--- config.mk ---
export PLATFORM = sky130hd
export DESIGN_NAME = gcd_engine
export DESIGN_NICKNAME = d
export VERILOG_FILES = /design/src/rtl/gcd_pkg.sv /design/src/rtl/gcd_datapath.sv /design/src/rtl/gcd_engine.sv
export SDC_FILE = /design/constraint.sdc
export NUM_CORES = 1
export LEC_CHECK = 0
export BUFFER_PORTS_ARGS = -buffer_cell sky130_fd_sc_hd__buf_2
export CAP_MARGIN = 10
export CORE_ASPECT_RATIO = 0.5
export CORE_MARGIN = 5
export CORE_UTILIZATION = 35
export CTS_CLUSTER_SIZE = 24
export DETAILED_ROUTE_END_ITERATION = 16
export GPL_TIMING_DRIVEN = 0
export PLACE_DENSITY = 0.55
export SKIP_LAST_GASP = 1
export SYNTH_ARGS = -nofsm -noshare
export SYNTH_HDL_FRONTEND = slang
export SYNTH_SLANG_ARGS = --single-unit
--- constraint.sdc ---
create_clock -name clk -period 8.3 [get_ports clk]
set_clock_uncertainty 0.2 [all_clocks]
set_input_delay 1.66 -clock clk [delete_from_list [all_inputs] [get_ports clk]]
set_output_delay 1.66 -clock clk [all_outputs]
set_load 0.01 [all_outputs]
--- src/rtl/gcd_pkg.sv ---
// gcd_pkg: shared state encoding and counter helper for the GCD engine.
// Optional feature macro: GCD_BINARY_EN (selects Stein's binary algorithm).
package gcd_pkg;

  localparam int STATE_W = 3;

  typedef enum logic [STATE_W-1:0] {
    IDLE     = 3'd0,
    CHECK    = 3'd1,
    REDUCE   = 3'd2,
    DONE     = 3'd3,
    PRESHIFT = 3'd4
  } state_t;

  // Saturating increment: holds at max_v instead of wrapping to zero.
  function automatic logic [63:0] sat_inc(input logic [63:0] v, input logic [63:0] max_v);
    return (v >= max_v) ? v : v + 64'd1;
  endfunction

endpackage

--- src/rtl/gcd_datapath.sv ---
// gcd_datapath: operand, shift-count, result and iteration registers of the GCD engine.
// Optional feature macro: GCD_BINARY_EN (adds the common-factor-of-two register k and shifters).
module gcd_datapath #(
  parameter int WIDTH = 8,
  parameter int CNT_W = WIDTH + 1
) (
  input  logic             clk,
  input  logic             rst_fsm_n,
  input  logic             load,
  input  logic             shift_both,
  input  logic             reduce,
  input  logic             capture,
  input  logic [WIDTH-1:0] a_in,
  input  logic [WIDTH-1:0] b_in,
  output logic [WIDTH-1:0] result,
  output logic [CNT_W-1:0] iter_cnt,
  output logic             eq,
  output logic             a_gt_b,
  output logic             a_zero,
  output logic             b_zero,
  output logic             a_even,
  output logic             b_even
);
  import gcd_pkg::*;

  localparam logic [CNT_W-1:0] CNT_MAX = '1;

  logic [WIDTH-1:0] a_q;
  logic [WIDTH-1:0] b_q;
  logic [WIDTH-1:0] res_q;
  logic [CNT_W-1:0] cnt_q;

  assign eq       = (a_q == b_q);
  assign a_gt_b   = (a_q > b_q);
  assign a_zero   = (a_q == '0);
  assign b_zero   = (b_q == '0);
  assign a_even   = ~a_q[0];
  assign b_even   = ~b_q[0];
  assign result   = res_q;
  assign iter_cnt = cnt_q;

`ifdef GCD_BINARY_EN
  localparam int KW = $clog2(WIDTH) + 1;

  logic [KW-1:0] k_q;

  // Common power of two stripped during PRESHIFT, restored when the result is captured.
  always_ff @(posedge clk or negedge rst_fsm_n) begin
    if (!rst_fsm_n) begin
      k_q <= '0;
    end else if (load) begin
      k_q <= '0;
    end else if (shift_both) begin
      k_q <= k_q + KW'(1);
    end
  end

  // Operand registers: load, strip shared twos, then Stein reduction steps.
  always_ff @(posedge clk or negedge rst_fsm_n) begin
    if (!rst_fsm_n) begin
      a_q <= '0;
      b_q <= '0;
    end else if (load) begin
      a_q <= a_in;
      b_q <= b_in;
    end else if (shift_both) begin
      a_q <= a_q >> 1;
      b_q <= b_q >> 1;
    end else if (reduce) begin
      if (a_even) begin
        a_q <= a_q >> 1;
      end else if (b_even) begin
        b_q <= b_q >> 1;
      end else if (a_gt_b) begin
        a_q <= a_q - b_q;
      end else begin
        b_q <= b_q - a_q;
      end
    end
  end

  // Result capture; a zero operand short-circuits before any shift so k is irrelevant there.
  always_ff @(posedge clk or negedge rst_fsm_n) begin
    if (!rst_fsm_n) begin
      res_q <= '0;
    end else if (capture) begin
      if (a_zero || b_zero) begin
        res_q <= a_q | b_q;
      end else begin
        res_q <= a_q << k_q;
      end
    end
  end
`else
  logic unused_shift;
  assign unused_shift = shift_both;

  // Operand registers: load, then subtract the smaller from the larger each REDUCE.
  always_ff @(posedge clk or negedge rst_fsm_n) begin
    if (!rst_fsm_n) begin
      a_q <= '0;
      b_q <= '0;
    end else if (load) begin
      a_q <= a_in;
      b_q <= b_in;
    end else if (reduce) begin
      if (a_gt_b) begin
        a_q <= a_q - b_q;
      end else begin
        b_q <= b_q - a_q;
      end
    end
  end

  // Result capture; OR of the operands yields the non-zero one, or 0 for gcd(0,0).
  always_ff @(posedge clk or negedge rst_fsm_n) begin
    if (!rst_fsm_n) begin
      res_q <= '0;
    end else if (capture) begin
      if (a_zero || b_zero) begin
        res_q <= a_q | b_q;
      end else begin
        res_q <= a_q;
      end
    end
  end
`endif

  // Iteration counter: cleared on accept, saturating increment per REDUCE cycle.
  always_ff @(posedge clk or negedge rst_fsm_n) begin
    if (!rst_fsm_n) begin
      cnt_q <= '0;
    end else if (load) begin
      cnt_q <= '0;
    end else if (reduce) begin
      cnt_q <= CNT_W'(sat_inc(64'(cnt_q), 64'(CNT_MAX)));
    end
  end

endmodule

--- src/rtl/gcd_engine.sv ---
// gcd_engine: valid/ready GCD unit, controller FSM around gcd_datapath.
// Optional feature macro: GCD_BINARY_EN (Stein's binary algorithm with a PRESHIFT state).
module gcd_engine #(
  parameter int WIDTH = 8,
  parameter int CNT_W = WIDTH + 1
) (
  input  logic             clk,
  input  logic             rst_fsm_n,
  input  logic             in_valid,
  output logic             in_ready,
  input  logic [WIDTH-1:0] a_in,
  input  logic [WIDTH-1:0] b_in,
  output logic             out_valid,
  input  logic             out_ready,
  output logic [WIDTH-1:0] gcd_out,
  output logic [CNT_W-1:0] iter_cnt,
  output logic             busy
);
  import gcd_pkg::*;

  state_t state_q;
  state_t state_d;

  logic load;
  logic shift_both;
  logic reduce;
  logic capture;
  logic eq;
  logic a_gt_b;
  logic a_zero;
  logic b_zero;
  logic a_even;
  logic b_even;

  gcd_datapath #(
    .WIDTH (WIDTH),
    .CNT_W (CNT_W)
  ) u_dp (
    .clk        (clk),
    .rst_fsm_n  (rst_fsm_n),
    .load       (load),
    .shift_both (shift_both),
    .reduce     (reduce),
    .capture    (capture),
    .a_in       (a_in),
    .b_in       (b_in),
    .result     (gcd_out),
    .iter_cnt   (iter_cnt),
    .eq         (eq),
    .a_gt_b     (a_gt_b),
    .a_zero     (a_zero),
    .b_zero     (b_zero),
    .a_even     (a_even),
    .b_even     (b_even)
  );

  // The datapath chooses the subtraction direction itself; the FSM only needs the other flags.
`ifdef GCD_BINARY_EN
  logic unused_status;
  assign unused_status = a_gt_b;
`else
  logic unused_status;
  assign unused_status = ^{a_gt_b, a_even, b_even};
`endif

  assign busy = (state_q != IDLE);

  // State register; reset aborts any computation in flight.
  always_ff @(posedge clk or negedge rst_fsm_n) begin
    if (!rst_fsm_n) begin
      state_q <= IDLE;
    end else begin
      state_q <= state_d;
    end
  end

  // Next-state and control decode.
  always_comb begin
    state_d    = state_q;
    load       = 1'b0;
    shift_both = 1'b0;
    reduce     = 1'b0;
    capture    = 1'b0;
    in_ready   = 1'b0;
    out_valid  = 1'b0;
    case (state_q)
      IDLE: begin
        in_ready = 1'b1;
        if (in_valid) begin
          load = 1'b1;
`ifdef GCD_BINARY_EN
          state_d = PRESHIFT;
`else
          state_d = CHECK;
`endif
        end
      end
`ifdef GCD_BINARY_EN
      PRESHIFT: begin
        if (a_zero || b_zero) begin
          state_d = CHECK;
        end else if (a_even && b_even) begin
          shift_both = 1'b1;
        end else begin
          state_d = CHECK;
        end
      end
`endif
      CHECK: begin
        if (a_zero || b_zero || eq) begin
          capture = 1'b1;
          state_d = DONE;
        end else begin
          state_d = REDUCE;
        end
      end
      REDUCE: begin
        reduce  = 1'b1;
        state_d = CHECK;
      end
      DONE: begin
        out_valid = 1'b1;
        if (out_ready) begin
          state_d = IDLE;
        end
      end
      default: begin
        state_d = IDLE;
      end
    endcase
  end

endmodule

==> results_dict.tcl <==
set metrics [dict create \
    remaining_overflow_grt 0 \
    clock_path_buffers 2 \
    max-cap-violations 0 \
    cts_tree "done" \
    layout.cells.most_common "buf_2" \
    final_design_area_no_fill_um2 3118 \
    criticalPathCategory "in2reg" \
    cts_sink_count 35 \
    die-width_um 132.7 \
    clock_tree.htree_level_count 2 \
    biggest_area_consumer_among_synthesized_cells "dfrtp_1" \
    dp_cells 413 \
    synthesis.area_um2 2634 \
    synth.avg_cell_area_um2 9.474 \
    cp_cell_sequence "buf_2 > nor3b_1 > clkbuf_1 > o21ai_0 > mux2_2" \
    clk-insertion-delay-late_ns 0.28 \
    postLayoutCoreUtil_pct 42.58 \
    postCtsResizedCells 0 \
    drt_iter0_markers 85 \
    yosys-top-cells-area "dfrtp_1 (33%), ha_1 (12%), mux2_2 (6.8%)" \
    rsz0062_at_grt "no" \
    timing_worst_slew_pin_value_ns 0.9053 \
    num_rows 22 \
    postCtsSetupBuffers 0 \
    antenna_left 0 \
    run_status "finished, final reports clean" \
    max_slew_margin_pct 39.65 \
    routed_wire_length_per_instance_um 16.14 \
    setup_viol_count_final 0 \
    place_congestion 0.8659 \
    report.final.slew_viol_count 0 \
    routed_wirelength_um 6795 \
    tritoncts_buffers 5 \
    dp.final_hpwl_um 5230 \
    floorplan.initialDensity_pct 35.97 \
    yosysWarningCount 0 \
    gr-usage-all-layers_pct 14.77 \
    core_region_area_um2 7322 \
    layout-drive-gt1-share_pct 24.92 \
    fp.dieArea_um2 9465 \
    io_buffers 39 \
    synth_largest_type_area_fraction_pct 33.25 \
    postLayoutSetupSlackWorst_ns 4.950 \
    timing.hold.worst.class "reg2reg" \
    crit_buf_inv 2 \
    endpoint_kind "register" \
    cp.required_ns 8.27 \
    max_stage_delay_ns 0.53 \
    synth_nets 325 \
    vias 2191 \
    yosys_register_bits 35 \
    cts_root_buffer "clkbuf_16" \
    fmaxAchievable_ghz 0.2985 \
    irDropWorstVdd_mv 0.1287 \
    report.final.hold_viol_count 0 \
    grt_start_max_net_pins 36 \
    synth_cell_type_count 56 \
    synth_async_sr_flop_share_pct 100.0 \
    cts-hold-fix-buffers 0 \
    final.period_utilization_pct 40.36 \
    grt_pass1_wl_um 11300 \
    setup-tns-final_ns 0 \
    crit_slowest_cell "nor3b_1" \
    startpoint_type "primary input" \
    number_of_enable_flip_flop_cells_after_synthesis 0 \
    post_synth_inst_count 278 \
    routed_via_density 5.204 \
    antenna-diode-count 0 \
    initial_antenna_violation_count 0 \
    vias_in_the_first_global_route 2318 \
    critPathArrivalTime_ns 3.32 \
    layout.cells.non_filler 421 \
    pre_cts_setup_slack_ns 4.618 \
    route.detailed.drc 0 \
    period_minus_slack_ns 3.350 \
    power.leakage_nw 1.539 \
    ios 40 \
    final.fill_count 745 \
    area_delta_synth_final_pct 18.38 \
    critical_path_peak_fanout 10 \
    fin_nets 371 \
    synthFlopType "dfrtp_1" \
    clkTransAtPathRegs_ns 0.06 \
    first_pass_iters 4 \
    power_density_nw_per_um2 485.9 \
    synth_sequential_area_ratio_pct 33.25 \
    floorplan.die.height_um 71.34 \
    placed_area_um2 2949 \
    critPathTopFamily "buffers and inverters" \
    layout_common_cells "buf_2 (43), dfrtp_1 (35), ha_1 (25)" \
]
-- layout make-up --
type                       count  area, um2  area share, %
multi-input combinational    212       1629          52.25
sequential                    35      875.8          28.09
timing repair buffer          39      195.2          6.260
clock buffer                   5      125.1          4.013
tap                           96      120.1          3.852
inverter                      22      82.58          2.648
buffer                         9      46.29          1.485
clock inverter                 3      43.79          1.404
-- flip-flops by register name (all words and copies together) (netlist names) --
signal / cells
u_dp.iter_cnt: 9
u_dp.a_q: 8
u_dp.b_q: 8
u_dp.result: 8
state_q: 2
-- cells in the mapped netlist, types with 3 or more instances --
| library cell | count |
|---|---|
| xor2_1 | 6 |
| and4_1 | 3 |
| o211ai_1 | 4 |
| xnor2_1 | 6 |
| nor2b_1 | 5 |
| o21ai_0 | 15 |
| clkbuf_1 | 4 |
| inv_1 | 21 |
| mux2i_1 | 10 |
| dfrtp_1 | 35 |
| nor2_1 | 19 |
| nor4_1 | 5 |
| o21bai_1 | 3 |
| nand2_1 | 24 |
| ha_1 | 25 |
| nand3_1 | 3 |
| mux2_2 | 16 |
| buf_2 | 4 |
| a21oi_1 | 14 |
| nor3_1 | 6 |
| and3_1 | 4 |
-- cell families (layout without fill, tap and decap cells) --
kind of cell	Yosys count	count (layout)	share of synthesized area (%)
AND/OR/NAND/NOR	84	84	16.91
AO/OA/AOI/OAI	63	63	16.91
flip-flops	35	35	33.25
buffers and inverters	31	78	4.893
adder cells (fa/ha/maj)	27	27	13.40
multiplexers	26	26	10.64
XOR/XNOR	12	12	3.990
-- path summary, 6_finish.rpt --
| kind | start | endpoint | slack (ns) | cells after the start |
|---|---|---|---|---|
| setup / recovery | in_valid | u_dp.b_q[4]$_DFFE_PN0P_ | 4.95 | 5 |
| hold / removal | u_dp.result[0]$_DFFE_PN0P_ | u_dp.result[0]$_DFFE_PN0P_ | 0.30 | 1 |
| setup reg to reg | u_dp.a_q[0]$_DFFE_PN0P_ | u_dp.a_q[4]$_DFFE_PN0P_ | 4.99 | 8 |
| hold reg to reg | u_dp.result[0]$_DFFE_PN0P_ | u_dp.result[0]$_DFFE_PN0P_ | 0.30 | 1 |
| max in group asynchronous | rst_fsm_n | u_dp.iter_cnt[2]$_DFFE_PN0P_ | 6.10 | 1 |
| min in group asynchronous | rst_fsm_n | u_dp.a_q[5]$_DFFE_PN0P_ | 1.28 | 1 |
-- per-layer routing --
layer	wire length [um]	vias up	global-route usage, %	share of wire, %
met4	80	0	4.263	1.2
li1	-	1076	-	-
met2	3177	36	25.75	47
met3	218	7	2.805	3.2
met5	0	-	0	0
met1	3319	1072	18.94	49
-- per-stage QoR --
| step | power, mW | hold slack, ns |
|---|---|---|
| 6_report | 1.515 | 0.2982 |
| 2_1_floorplan | 1.052 | 0.3317 |
| 4_1_cts | 1.524 | 0.3033 |
| 5_1_grt | 1.652 | 0.3209 |
| 3_5_place_dp | 1.298 | 0.2912 |
| 3_3_place_gp | 1.277 | 0.2863 |
-- report_power, final --
part | leakage, nW | internal [mW] | total [mW] | switching (mW)
sequential | 0.443 | 0.243 | 0.312 | 0.0688
combinational | 1.01 | 0.441 | 0.986 | 0.545
clock | 0.0838 | 0.142 | 0.217 | 0.0754
total | 1.54 | 0.826 | 1.51 | 0.689
Power figures use the tool's default switching activity.
